$ cat src/rtl/vga_timing_gen_pkg.sv
// Shared 640x480@60 Hz timing constants and helpers for the VGA raster and
// the CA renderer's padding arithmetic.
package vga_timing_pkg;

  localparam int unsigned POS_W = 10;

  localparam int unsigned DEF_H_DISPLAY = 640;
  localparam int unsigned DEF_H_FRONT   = 16;
  localparam int unsigned DEF_H_SYNC    = 96;
  localparam int unsigned DEF_H_BACK    = 48;
  localparam int unsigned DEF_V_DISPLAY = 480;
  localparam int unsigned DEF_V_FRONT   = 10;
  localparam int unsigned DEF_V_SYNC    = 2;
  localparam int unsigned DEF_V_BACK    = 33;

  localparam int unsigned H_TOTAL = DEF_H_DISPLAY + DEF_H_FRONT + DEF_H_SYNC + DEF_H_BACK;
  localparam int unsigned V_TOTAL = DEF_V_DISPLAY + DEF_V_FRONT + DEF_V_SYNC + DEF_V_BACK;

  // Sync windows are half-open: [START, END)
  localparam int unsigned H_SYNC_START = DEF_H_DISPLAY + DEF_H_FRONT;
  localparam int unsigned H_SYNC_END   = H_SYNC_START + DEF_H_SYNC;
  localparam int unsigned V_SYNC_START = DEF_V_DISPLAY + DEF_V_FRONT;
  localparam int unsigned V_SYNC_END   = V_SYNC_START + DEF_V_SYNC;

  typedef logic [POS_W-1:0] pos_t;

  function automatic logic sync_level(input logic active, input bit neg);
    return active ^ neg;
  endfunction

endpackage

$ cat src/rtl/vga_timing_gen_if.sv
// Raster output bundle from the timing generator to the CA renderer.
interface vga_timing_gen_if;
  import vga_timing_pkg::*;

  pos_t       hpos;
  pos_t       vpos;
  logic       hsync;
  logic       vsync;
  logic       display_on;
  logic       line_start;
  logic       frame_start;
  logic [7:0] frame_count;

  modport master (
    output hpos, vpos, hsync, vsync, display_on,
    output line_start, frame_start, frame_count
  );

  modport slave (
    input hpos, vpos, hsync, vsync, display_on,
    input line_start, frame_start, frame_count
  );
endinterface

$ cat src/rtl/vga_timing_gen_wrap_counter.sv
// Modulo-MOD counter that resets to MOD-1 so the first enabled edge lands on 0.
module wrap_counter #(
  parameter int unsigned MOD = 800,
  parameter int unsigned W   = 10
) (
  input  logic         clk,
  input  logic         rst_n,
  input  logic         en,
  output logic [W-1:0] cnt,
  output logic [W-1:0] cnt_next,
  output logic         wrap
);

  localparam logic [W-1:0] LAST = W'(MOD - 1);

  always_comb begin
    wrap     = en && (cnt == LAST);
    cnt_next = cnt;
    if (en) cnt_next = (cnt == LAST) ? '0 : cnt + W'(1);
  end

  always_ff @(posedge clk or negedge rst_n) begin
    if (!rst_n) cnt <= LAST;
    else        cnt <= cnt_next;
  end

endmodule

$ cat src/rtl/vga_timing_gen.sv
// 640x480 raster timing: h/v counters plus registered sync, display and strobe
// decode aligned to the same pixel as hpos/vpos.
module vga_timing_gen
  import vga_timing_pkg::*;
#(
  parameter int unsigned H_DISPLAY = DEF_H_DISPLAY,
  parameter int unsigned H_FRONT   = DEF_H_FRONT,
  parameter int unsigned H_SYNC    = DEF_H_SYNC,
  parameter int unsigned H_BACK    = DEF_H_BACK,
  parameter int unsigned V_DISPLAY = DEF_V_DISPLAY,
  parameter int unsigned V_FRONT   = DEF_V_FRONT,
  parameter int unsigned V_SYNC    = DEF_V_SYNC,
  parameter int unsigned V_BACK    = DEF_V_BACK,
  parameter bit          SYNC_NEG  = 1'b1
) (
  input  logic             clk,
  input  logic             rst_n,
  input  logic             ena,
  vga_timing_gen_if.master vga
);

  localparam int unsigned H_TOT = H_DISPLAY + H_FRONT + H_SYNC + H_BACK;
  localparam int unsigned V_TOT = V_DISPLAY + V_FRONT + V_SYNC + V_BACK;

  localparam pos_t H_DISP   = pos_t'(H_DISPLAY);
  localparam pos_t HS_START = pos_t'(H_DISPLAY + H_FRONT);
  localparam pos_t HS_END   = pos_t'(H_DISPLAY + H_FRONT + H_SYNC);
  localparam pos_t V_DISP   = pos_t'(V_DISPLAY);
  localparam pos_t VS_START = pos_t'(V_DISPLAY + V_FRONT);
  localparam pos_t VS_END   = pos_t'(V_DISPLAY + V_FRONT + V_SYNC);

  pos_t       h_cnt, h_next;
  pos_t       v_cnt, v_next;
  logic       h_wrap, v_wrap, v_en;
  logic       hs_act, vs_act, de_next;
  logic       hsync_q, vsync_q, de_q, ls_q, fs_q;
  logic [7:0] fc_q;

  assign v_en = ena & h_wrap;

  wrap_counter #(.MOD(H_TOT), .W(POS_W)) u_h (
    .clk      (clk),
    .rst_n    (rst_n),
    .en       (ena),
    .cnt      (h_cnt),
    .cnt_next (h_next),
    .wrap     (h_wrap)
  );

  wrap_counter #(.MOD(V_TOT), .W(POS_W)) u_v (
    .clk      (clk),
    .rst_n    (rst_n),
    .en       (v_en),
    .cnt      (v_cnt),
    .cnt_next (v_next),
    .wrap     (v_wrap)
  );

  // Decode from next-state counts so the registered outputs line up with hpos/vpos.
  always_comb begin
    hs_act  = (h_next >= HS_START) && (h_next < HS_END);
    vs_act  = (v_next >= VS_START) && (v_next < VS_END);
    de_next = (h_next < H_DISP) && (v_next < V_DISP);
  end

  always_ff @(posedge clk or negedge rst_n) begin
    if (!rst_n) begin
      hsync_q <= sync_level(1'b0, SYNC_NEG);
      vsync_q <= sync_level(1'b0, SYNC_NEG);
      de_q    <= 1'b0;
      ls_q    <= 1'b0;
      fs_q    <= 1'b0;
      fc_q    <= '1;
    end else begin
      hsync_q <= sync_level(hs_act, SYNC_NEG);
      vsync_q <= sync_level(vs_act, SYNC_NEG);
      de_q    <= de_next;
      ls_q    <= h_wrap;
      fs_q    <= v_wrap;
      if (v_wrap) fc_q <= fc_q + 8'd1;
    end
  end

  assign vga.hpos        = h_cnt;
  assign vga.vpos        = v_cnt;
  assign vga.hsync       = hsync_q;
  assign vga.vsync       = vsync_q;
  assign vga.display_on  = de_q;
  assign vga.line_start  = ls_q;
  assign vga.frame_start = fs_q;
  assign vga.frame_count = fc_q;

endmodule

$ cat src/flat_wrapper.sv
// flat-port wrapper written by rule: the top's interface ports become plain ports
module vga_timing_gen_flat import vga_timing_pkg::*;
#(
  parameter int unsigned H_DISPLAY = DEF_H_DISPLAY,
  parameter int unsigned H_FRONT   = DEF_H_FRONT,
  parameter int unsigned H_SYNC    = DEF_H_SYNC,
  parameter int unsigned H_BACK    = DEF_H_BACK,
  parameter int unsigned V_DISPLAY = DEF_V_DISPLAY,
  parameter int unsigned V_FRONT   = DEF_V_FRONT,
  parameter int unsigned V_SYNC    = DEF_V_SYNC,
  parameter int unsigned V_BACK    = DEF_V_BACK,
  parameter bit          SYNC_NEG  = 1'b1
)
  (clk, rst_n, ena, vga_hpos, vga_vpos, vga_hsync, vga_vsync, vga_display_on, vga_line_start, vga_frame_start, vga_frame_count);
  vga_timing_gen_if vga_i ();
  input  logic clk;
  input  logic rst_n;
  input  logic ena;
  output wire logic [$bits(vga_i.hpos)-1:0] vga_hpos;
  output wire logic [$bits(vga_i.vpos)-1:0] vga_vpos;
  output wire logic [$bits(vga_i.hsync)-1:0] vga_hsync;
  output wire logic [$bits(vga_i.vsync)-1:0] vga_vsync;
  output wire logic [$bits(vga_i.display_on)-1:0] vga_display_on;
  output wire logic [$bits(vga_i.line_start)-1:0] vga_line_start;
  output wire logic [$bits(vga_i.frame_start)-1:0] vga_frame_start;
  output wire logic [$bits(vga_i.frame_count)-1:0] vga_frame_count;
  assign vga_hpos = vga_i.hpos;
  assign vga_vpos = vga_i.vpos;
  assign vga_hsync = vga_i.hsync;
  assign vga_vsync = vga_i.vsync;
  assign vga_display_on = vga_i.display_on;
  assign vga_line_start = vga_i.line_start;
  assign vga_frame_start = vga_i.frame_start;
  assign vga_frame_count = vga_i.frame_count;
  vga_timing_gen #(.H_DISPLAY(H_DISPLAY), .H_FRONT(H_FRONT), .H_SYNC(H_SYNC), .H_BACK(H_BACK), .V_DISPLAY(V_DISPLAY), .V_FRONT(V_FRONT), .V_SYNC(V_SYNC), .V_BACK(V_BACK), .SYNC_NEG(SYNC_NEG)) u_core (.clk(clk), .rst_n(rst_n), .ena(ena), .vga(vga_i));
endmodule
$ cat config.mk
export PLATFORM = sky130hd
export DESIGN_NAME = vga_timing_gen_flat
export DESIGN_NICKNAME = d
export VERILOG_FILES = /design/src/rtl/vga_timing_gen_pkg.sv /design/src/rtl/vga_timing_gen_if.sv /design/src/rtl/vga_timing_gen_wrap_counter.sv /design/src/rtl/vga_timing_gen.sv /design/src/flat_wrapper.sv
export SDC_FILE = /design/constraint.sdc
export NUM_CORES = 1
export LEC_CHECK = 0
export ABC_AREA = 1
export CAP_MARGIN = 20
export CORE_UTILIZATION = 50
export CTS_CLUSTER_DIAMETER = 30
export DETAILED_ROUTE_END_ITERATION = 12
export PLACE_DENSITY = 0.76
export SLEW_MARGIN = 10
export SYNTH_ARGS = -nofsm -noshare
export SYNTH_HDL_FRONTEND = slang
export SYNTH_SLANG_ARGS = --single-unit
$ cat constraint.sdc
create_clock -name clk -period 2.8 [get_ports clk]
set_clock_uncertainty 0.1 [all_clocks]
set_input_delay 0.28 -clock clk [delete_from_list [all_inputs] [get_ports clk]]
set_output_delay 0.28 -clock clk [all_outputs]
set_load 0.02 [all_outputs]
==> results of run 1 <==
==> stage by stage <==
step	power, W	cells	worst slack (ns)	util	instance area [um2]
CTS	0.00149	364	0.767	0.648	2630
finish	0.00148	364	0.737	0.648	2630
detailed placement	0.00111	356	0.643	0.626	2540
global route	0.00156	364	0.637	0.648	2630
global placement	0.00111	356	0.649	0.626	2540
floorplan	0.000951	273	0.941	-	2140
==> per-layer routing <==
layer / part of all wire / track usage
met5: 0 / 0
met4: 0.0085 / 0.0798
met3: 0.037 / 0.0591
met2: 0.47 / 0.324
met1: 0.48 / 0.298
==> cell type report <==
type	count	area (um2)	area share
clock buffer	8	90.1	0.0343
inverter	52	195	0.0743
tap	50	62.6	0.0238
timing repair buffer	36	358	0.136
multi-input combinational	185	1070	0.408
sequential	33	851	0.324
==> synthesized netlist by cell type <==
cell type	count
or2_0	1
nor2_4	2
o21ai_2	1
buf_4	1
ha_1	4
nand4_2	1
nand3_1	17
dfrtp_1	13
xor2_1	8
nand4_4	2
xnor2_2	1
nand3_4	1
nor2_2	4
nand2_4	3
a21oi_1	2
o21ai_1	1
nor2_1	22
inv_1	45
buf_2	2
o21ai_0	5
nor3_2	3
inv_2	7
dfstp_2	20
nand3_2	3
nand2_1	83
nand4_1	7
nor3_1	2
o22ai_1	1
nand2_2	6
nor2_8	3
mux2_4	2
==> logic make-up after synthesis <==
group / after synthesis / synth area share
AO/OA/AOI/OAI: 10 / 0.0258
XOR/XNOR: 9 / 0.0404
adder cells (fa/ha/maj): 4 / 0.0234
buffers and inverters: 55 / 0.0996
flip-flops: 33 / 0.398
multiplexers: 2 / 0.0141
AND/OR/NAND/NOR: 160 / 0.398
==> worst paths after layout <==
check	slack, ns	from	to	depth (start not counted)
setup / recovery	0.74	u_core.u_h.cnt[0]	u_core.vga.display_on	8
hold / removal	0.30	rst_n	u_core.u_v.cnt[0]	2
setup reg to reg	0.74	u_core.u_h.cnt[0]	u_core.vga.display_on	8
hold reg to reg	0.40	u_core.vga.frame_count[1]	u_core.vga.frame_count[1]	2
max in group asynchronous	1.97	rst_n	u_core.u_h.cnt[9]	2
min in group clk	0.40	u_core.vga.frame_count[1]	u_core.vga.frame_count[1]	2
==> sequential cells by signal (all words and copies together), names as in the netlist <==
| register | cells |
|---|---|
| u_core.u_v.cnt | 10 |
| u_core.vga.frame_start | 1 |
| u_core.vga.frame_count | 8 |
| u_core.u_h.cnt | 10 |
| u_core.vga.hsync | 1 |
| u_core.vga.line_start | 1 |
| u_core.vga.vsync | 1 |
| u_core.vga.display_on | 1 |
==> worst register-to-register path, delay by kind of cell, from the launching register on <==
family / cells / cell delay, ns
DFF: 1 / 0.58
AOI/OAI and AO/OA: 2 / 0.47
adders and majority gates: 1 / 0.25
and+or+nand+nor: 5 / 0.56
==> power by group through the flow <==
stage	registers [W]	clock network (W)	logic, W
floorplan	0.000690	0	0.000261
global placement	0.000660	0	0.000450
detailed placement	0.000656	0	0.000459
CTS	0.000651	0.000377	0.000460
global route	0.000664	0.000399	0.000502
finish	0.000653	0.000369	0.000458
==> impl_metrics.py, run 1 <==
metrics = {
    "die": {
        "fp.dieArea_um2": 4540,
        "die_width_um": 67.4,
        "rows": 23,
        "chipHeight_um": 67.4,
        "initial_utilization": 0.526,
        "io_pins": 36,
        "core_um2": 4060,
    },
    "worst_setup_path": {
        "cp_slowest_cell": "dfstp_2",
        "criticalPathCategory": "reg2reg",
        "end_kind": "flop",
        "cp_num_buf_inv": 0,
        "cpMostUsedCell": "nor2_2",
        "cp.arrival_ns": 2.14,
        "critPathMaxFanout": 5,
        "path_delay_family": "flip-flops",
        "cp_cell_sequence": "ha_1 -> nand2_4 -> nor2_2 -> nand3_1 -> o21ai_0 -> nand3_2 -> a21oi_1 -> nor2_2",
        "crit_required_ns": 2.88,
        "critPathMaxStageDelay_ns": 0.58,
        "startpoint_type": "flop",
    },
    "drt": {
        "num_vias": 1826,
        "wl_per_cell_um": 12.2,
        "via_per_inst": 5.02,
        "route.detailed.drc": 0,
        "drt-initial-drc-count": 73,
        "ant_nets": 0,
        "firstDrtPassIters": 4,
        "routed_wl_mm": 4.46,
    },
    "power": {
        "seqPwrFrac": 0.441,
        "internal_power_w": 0.000932,
        "power_frac_clock": 0.249,
        "p_sw_frac": 0.370,
        "p_sw_w": 0.000548,
        "vdd_drop_max_mv": 0.441,
        "power_density_nw_per_um2": 563,
        "combinationalPowerShare": 0.310,
        "power.leakage_nw": 1.38,
    },
    "layout": {
        "area_growth_pct": 23.1,
        "layout-drive-gt1-share": 0.210,
        "layout.cells.most_common_list": "83 x nand2_1, 45 x inv_1, 35 x clkdlybuf4s50_1, 22 x nor2_1, 20 x dfstp_2",
        "final_common_cell": "nand2_1",
        "diodes": 0,
        "n_fill_cell": 354,
        "final_nets": 320,
    },
    "sta": {
        "min_period_ns": 2.06,
        "holdWs_ns": 0.298,
        "setup_violations": 0,
        "max_freq_ghz": 0.485,
        "rsz0062_at_grt": "false",
        "slew_viol_final": 0,
        "hold_viol": 0,
        "fin_tns_setup_ns": 0,
        "relSlewSlack": 0.712,
        "fin_crit_sh": 0.737,
        "worstMarginPinSlew_ns": 0.431,
    },
    "placed_design": {
        "dp_hpwl_mm": 3.37,
        "port_buffers": 35,
        "place_congestion": 0.872,
    },
    "clock_network": {
        "clock_latency_ns": 0.29,
        "cts.sinks": 33,
        "post_cts_buffers": 0,
        "cts_hold_buffers": 0,
        "cts_buffer_depth": 2,
        "cts_buffers": 5,
        "cts_root_buf": "clkbuf_8",
        "cts.repair.resized": 0,
        "htree_levels": 2,
        "cts_tree": "yes",
        "clk_pin_slew_ns": 0.07,
    },
    "global_routing": {
        "grt_pass1_vias": 1522,
        "antenna_found_initial": 0,
        "overflow": 0,
        "grt_pass1_wl_mm": 7.11,
        "grt_usage": 0.217,
        "grt_max_degree": 34,
    },
    "synth": {
        "ys_warn_count": 0,
        "synth_seq_area_share": 0.398,
        "synth_area_leaders": "dfstp_2 25%, dfrtp_1 15%, nand2_1 15%",
        "ys_ff_latch": 33,
        "syn-cell-area_um2": 2140,
        "synth_nets": 280,
        "synth_top_area_share": 0.246,
        "post_synth.cell_area_avg_um2": 7.82,
        "synth.distinct_cells": 31,
        "synth_cells": 273,
        "yosys.area.top_type": "dfstp_2",
    },
    "worst_hold_path": {
        "min_path_type": "in2async",
    },
    "job": {
        "maxCapViolCount": 0,
    },
    "status": {
        "status": "complete, no violations",
    },
}
No activity file was read; power rests on OpenSTA's default activity.
==> run 2, diff against run 1 <==
- CORE_UTILIZATION: 50 -> 48
- clock period: 2.8 -> 1.8 ns (I/O delays scaled with it)
==> run 2 against run 1 <==
Via count increased by 3.8%. Critical path depth increased by 2. Combinational power increased by 96%. Non-clock buffer count increased by 26. Clock-buffer cell count unchanged. First-iteration DRC count increased by 32%. Die area increased by 4.0%. Sequential cell count unchanged. Hold slack got worse by 0.11 ns. Wire length increased by 8.6%. Critical endpoint is now u_core.vga.vsync. Highest routed layer unchanged.
==> impl_metrics.py, run 2 (synthesized netlist as in run 1, its figures left out) <==
metrics = {
    "sta": {
        "fin_tns_setup_ns": 0,
        "fin_crit_sh": 0.997,
        "min_period_ns": 1.80,
        "setup_violations": 0,
        "relSlewSlack": 0.721,
        "rsz0062_at_grt": "true",
        "slew_viol_final": 0,
        "worstMarginPinSlew_ns": 0.419,
        "holdWs_ns": 0.187,
        "hold_viol": 0,
        "max_freq_ghz": 0.557,
    },
    "global_routing": {
        "grt_pass1_wl_mm": 7.77,
        "grt_max_degree": 34,
        "grt_pass1_vias": 1728,
        "grt_usage": 0.229,
        "antenna_found_initial": 0,
        "overflow": 0,
    },
    "power": {
        "p_sw_w": 0.000924,
        "combinationalPowerShare": 0.369,
        "p_sw_frac": 0.379,
        "power_density_nw_per_um2": 832,
        "vdd_drop_max_mv": 0.640,
        "power.leakage_nw": 1.59,
        "power_frac_clock": 0.237,
        "internal_power_w": 0.00151,
        "seqPwrFrac": 0.394,
    },
    "die": {
        "core_um2": 4140,
        "die_width_um": 68.7,
        "chipHeight_um": 68.7,
        "initial_utilization": 0.515,
        "io_pins": 36,
        "fp.dieArea_um2": 4720,
        "rows": 23,
    },
    "worst_setup_path": {
        "startpoint_type": "flop",
        "r2r_slack_ns": 0.005,
        "crit_required_ns": 1.92,
        "path_delay_family": "simple AND/OR/NAND/NOR gates",
        "cp_cell_sequence": "ha_4 -> nand2_8 -> nor2_8 -> nand4_2 -> nor2_4 -> nand2_1 -> nand2_1 -> nand2_2 -> nor2_2 -> nand3_1",
        "cp.arrival_ns": 1.92,
        "cp_slowest_cell": "dfstp_2",
        "cp_num_buf_inv": 0,
        "end_kind": "flop",
        "critPathMaxFanout": 3,
        "critPathMaxStageDelay_ns": 0.56,
        "rr_worst_depth": 10,
        "criticalPathCategory": "reg2reg",
        "cpMostUsedCell": "nand2_1",
        "cp_num_cells": 10,
    },
    "clock_network": {
        "clk_pin_slew_ns": 0.07,
        "cts_tree": "yes",
        "cts_root_buf": "clkbuf_8",
        "cts.sinks": 33,
        "clock_latency_ns": 0.29,
        "cts_hold_buffers": 0,
        "cts_buffer_depth": 2,
        "cts_buffers": 5,
        "htree_levels": 2,
    },
    "placed_design": {
        "place_congestion": 0.879,
        "place_area_um2": 2720,
        "dp_hpwl_mm": 3.62,
        "dp.cells": 378,
        "port_buffers": 35,
    },
    "layout": {
        "area_growth_pct": 37.1,
        "layout-drive-gt1-share": 0.332,
        "fin_util": 0.707,
        "fin_cells": 390,
        "final_nets": 346,
        "diodes": 0,
        "final_common_cell": "nand2_1",
        "n_fill_cell": 356,
        "layout.cells.most_common_list": "77 x nand2_1, 44 x inv_1, 27 x buf_4, 24 x clkdlybuf4s50_1, 20 x dfstp_2",
        "fin_area_um2": 2930,
    },
    "drt": {
        "firstDrtPassIters": 4,
        "num_vias": 1895,
        "route.detailed.drc": 0,
        "wl_per_cell_um": 12.4,
        "ant_nets": 0,
        "routed_wl_mm": 4.84,
        "drt-initial-drc-count": 96,
        "via_per_inst": 4.86,
    },
    "worst_hold_path": {
        "min_path_type": "in2async",
    },
    "status": {
        "status": "complete, no violations",
    },
    "job": {
        "maxCapViolCount": 0,
    },
}
## run 2: final timing paths
| check | startpoint | endpoint |
|---|---|---|
| max | u_core.u_h.cnt[0] | u_core.vga.vsync |
| min | rst_n | u_core.u_v.cnt[0] |
| max reg2reg | u_core.u_h.cnt[0] | u_core.vga.vsync |
| min reg2reg | u_core.vga.frame_count[1] | u_core.vga.frame_count[1] |
| max in group asynchronous | rst_n | u_core.vga.frame_count[2] |
| min in group clk | u_core.vga.frame_count[1] | u_core.vga.frame_count[1] |
## run 2: layer usage
layer  up-vias  routed length (um)  GRT usage  part of all wire
met1       874                2290      0.313              0.47
li1        967                   -          -                 -
met4         0                  52     0.0689             0.011
met5         -                   0          0                 0
met2        50                2300      0.364              0.47
met3         4                 205     0.0493             0.042
## run 2: power groups by stage
stage / sequential [W] / clock, W / combinational [W]
detailed placement: 0.000960 / 0 / 0.000884
CTS: 0.000947 / 0.000590 / 0.000864
global placement: 0.000960 / 0 / 0.000872
finish: 0.000960 / 0.000578 / 0.000899
global route: 0.000972 / 0.000619 / 0.000979
floorplan: 0.00108 / 0 / 0.000413
## run 2: cell type report
| type | count | area [um2] | share of cell area |
|---|---|---|---|
| sequential | 33 | 851 | 0.290 |
| multi-input combinational | 185 | 1170 | 0.401 |
| timing repair buffer | 62 | 554 | 0.189 |
| inverter | 52 | 198 | 0.0675 |
| clock buffer | 8 | 90.1 | 0.0308 |
| tap | 50 | 62.6 | 0.0214 |
## run 2: repair_timing
item | in CTS | in global routing
buffers inserted | 0 | 4
cloned | 0 | 0
endpoints found under the setup margin | 8 | 14
gates resized for setup | 9 | 29
pin swaps | 0 | 7
## run 2: metrics by stage
stage	power [W]	setup WS, ns
final	0.00244	0.00456
after global routing	0.00257	-0.0699
after CTS	0.00240	-0.0125
after detailed placement	0.00184	-0.136
after global placement	0.00183	-0.0725
after floorplan	0.00149	-0.00671
## run 2: worst reg2reg max path, cell delays in order (launching register included)
cell     delay [ns]
dfstp_2        0.56
ha_4           0.17
nand2_8        0.08
nor2_8         0.13
nand4_2        0.13
nor2_4         0.14
nand2_1        0.08
nand2_1        0.10
nand2_2        0.06
nor2_2         0.11
nand3_1        0.08
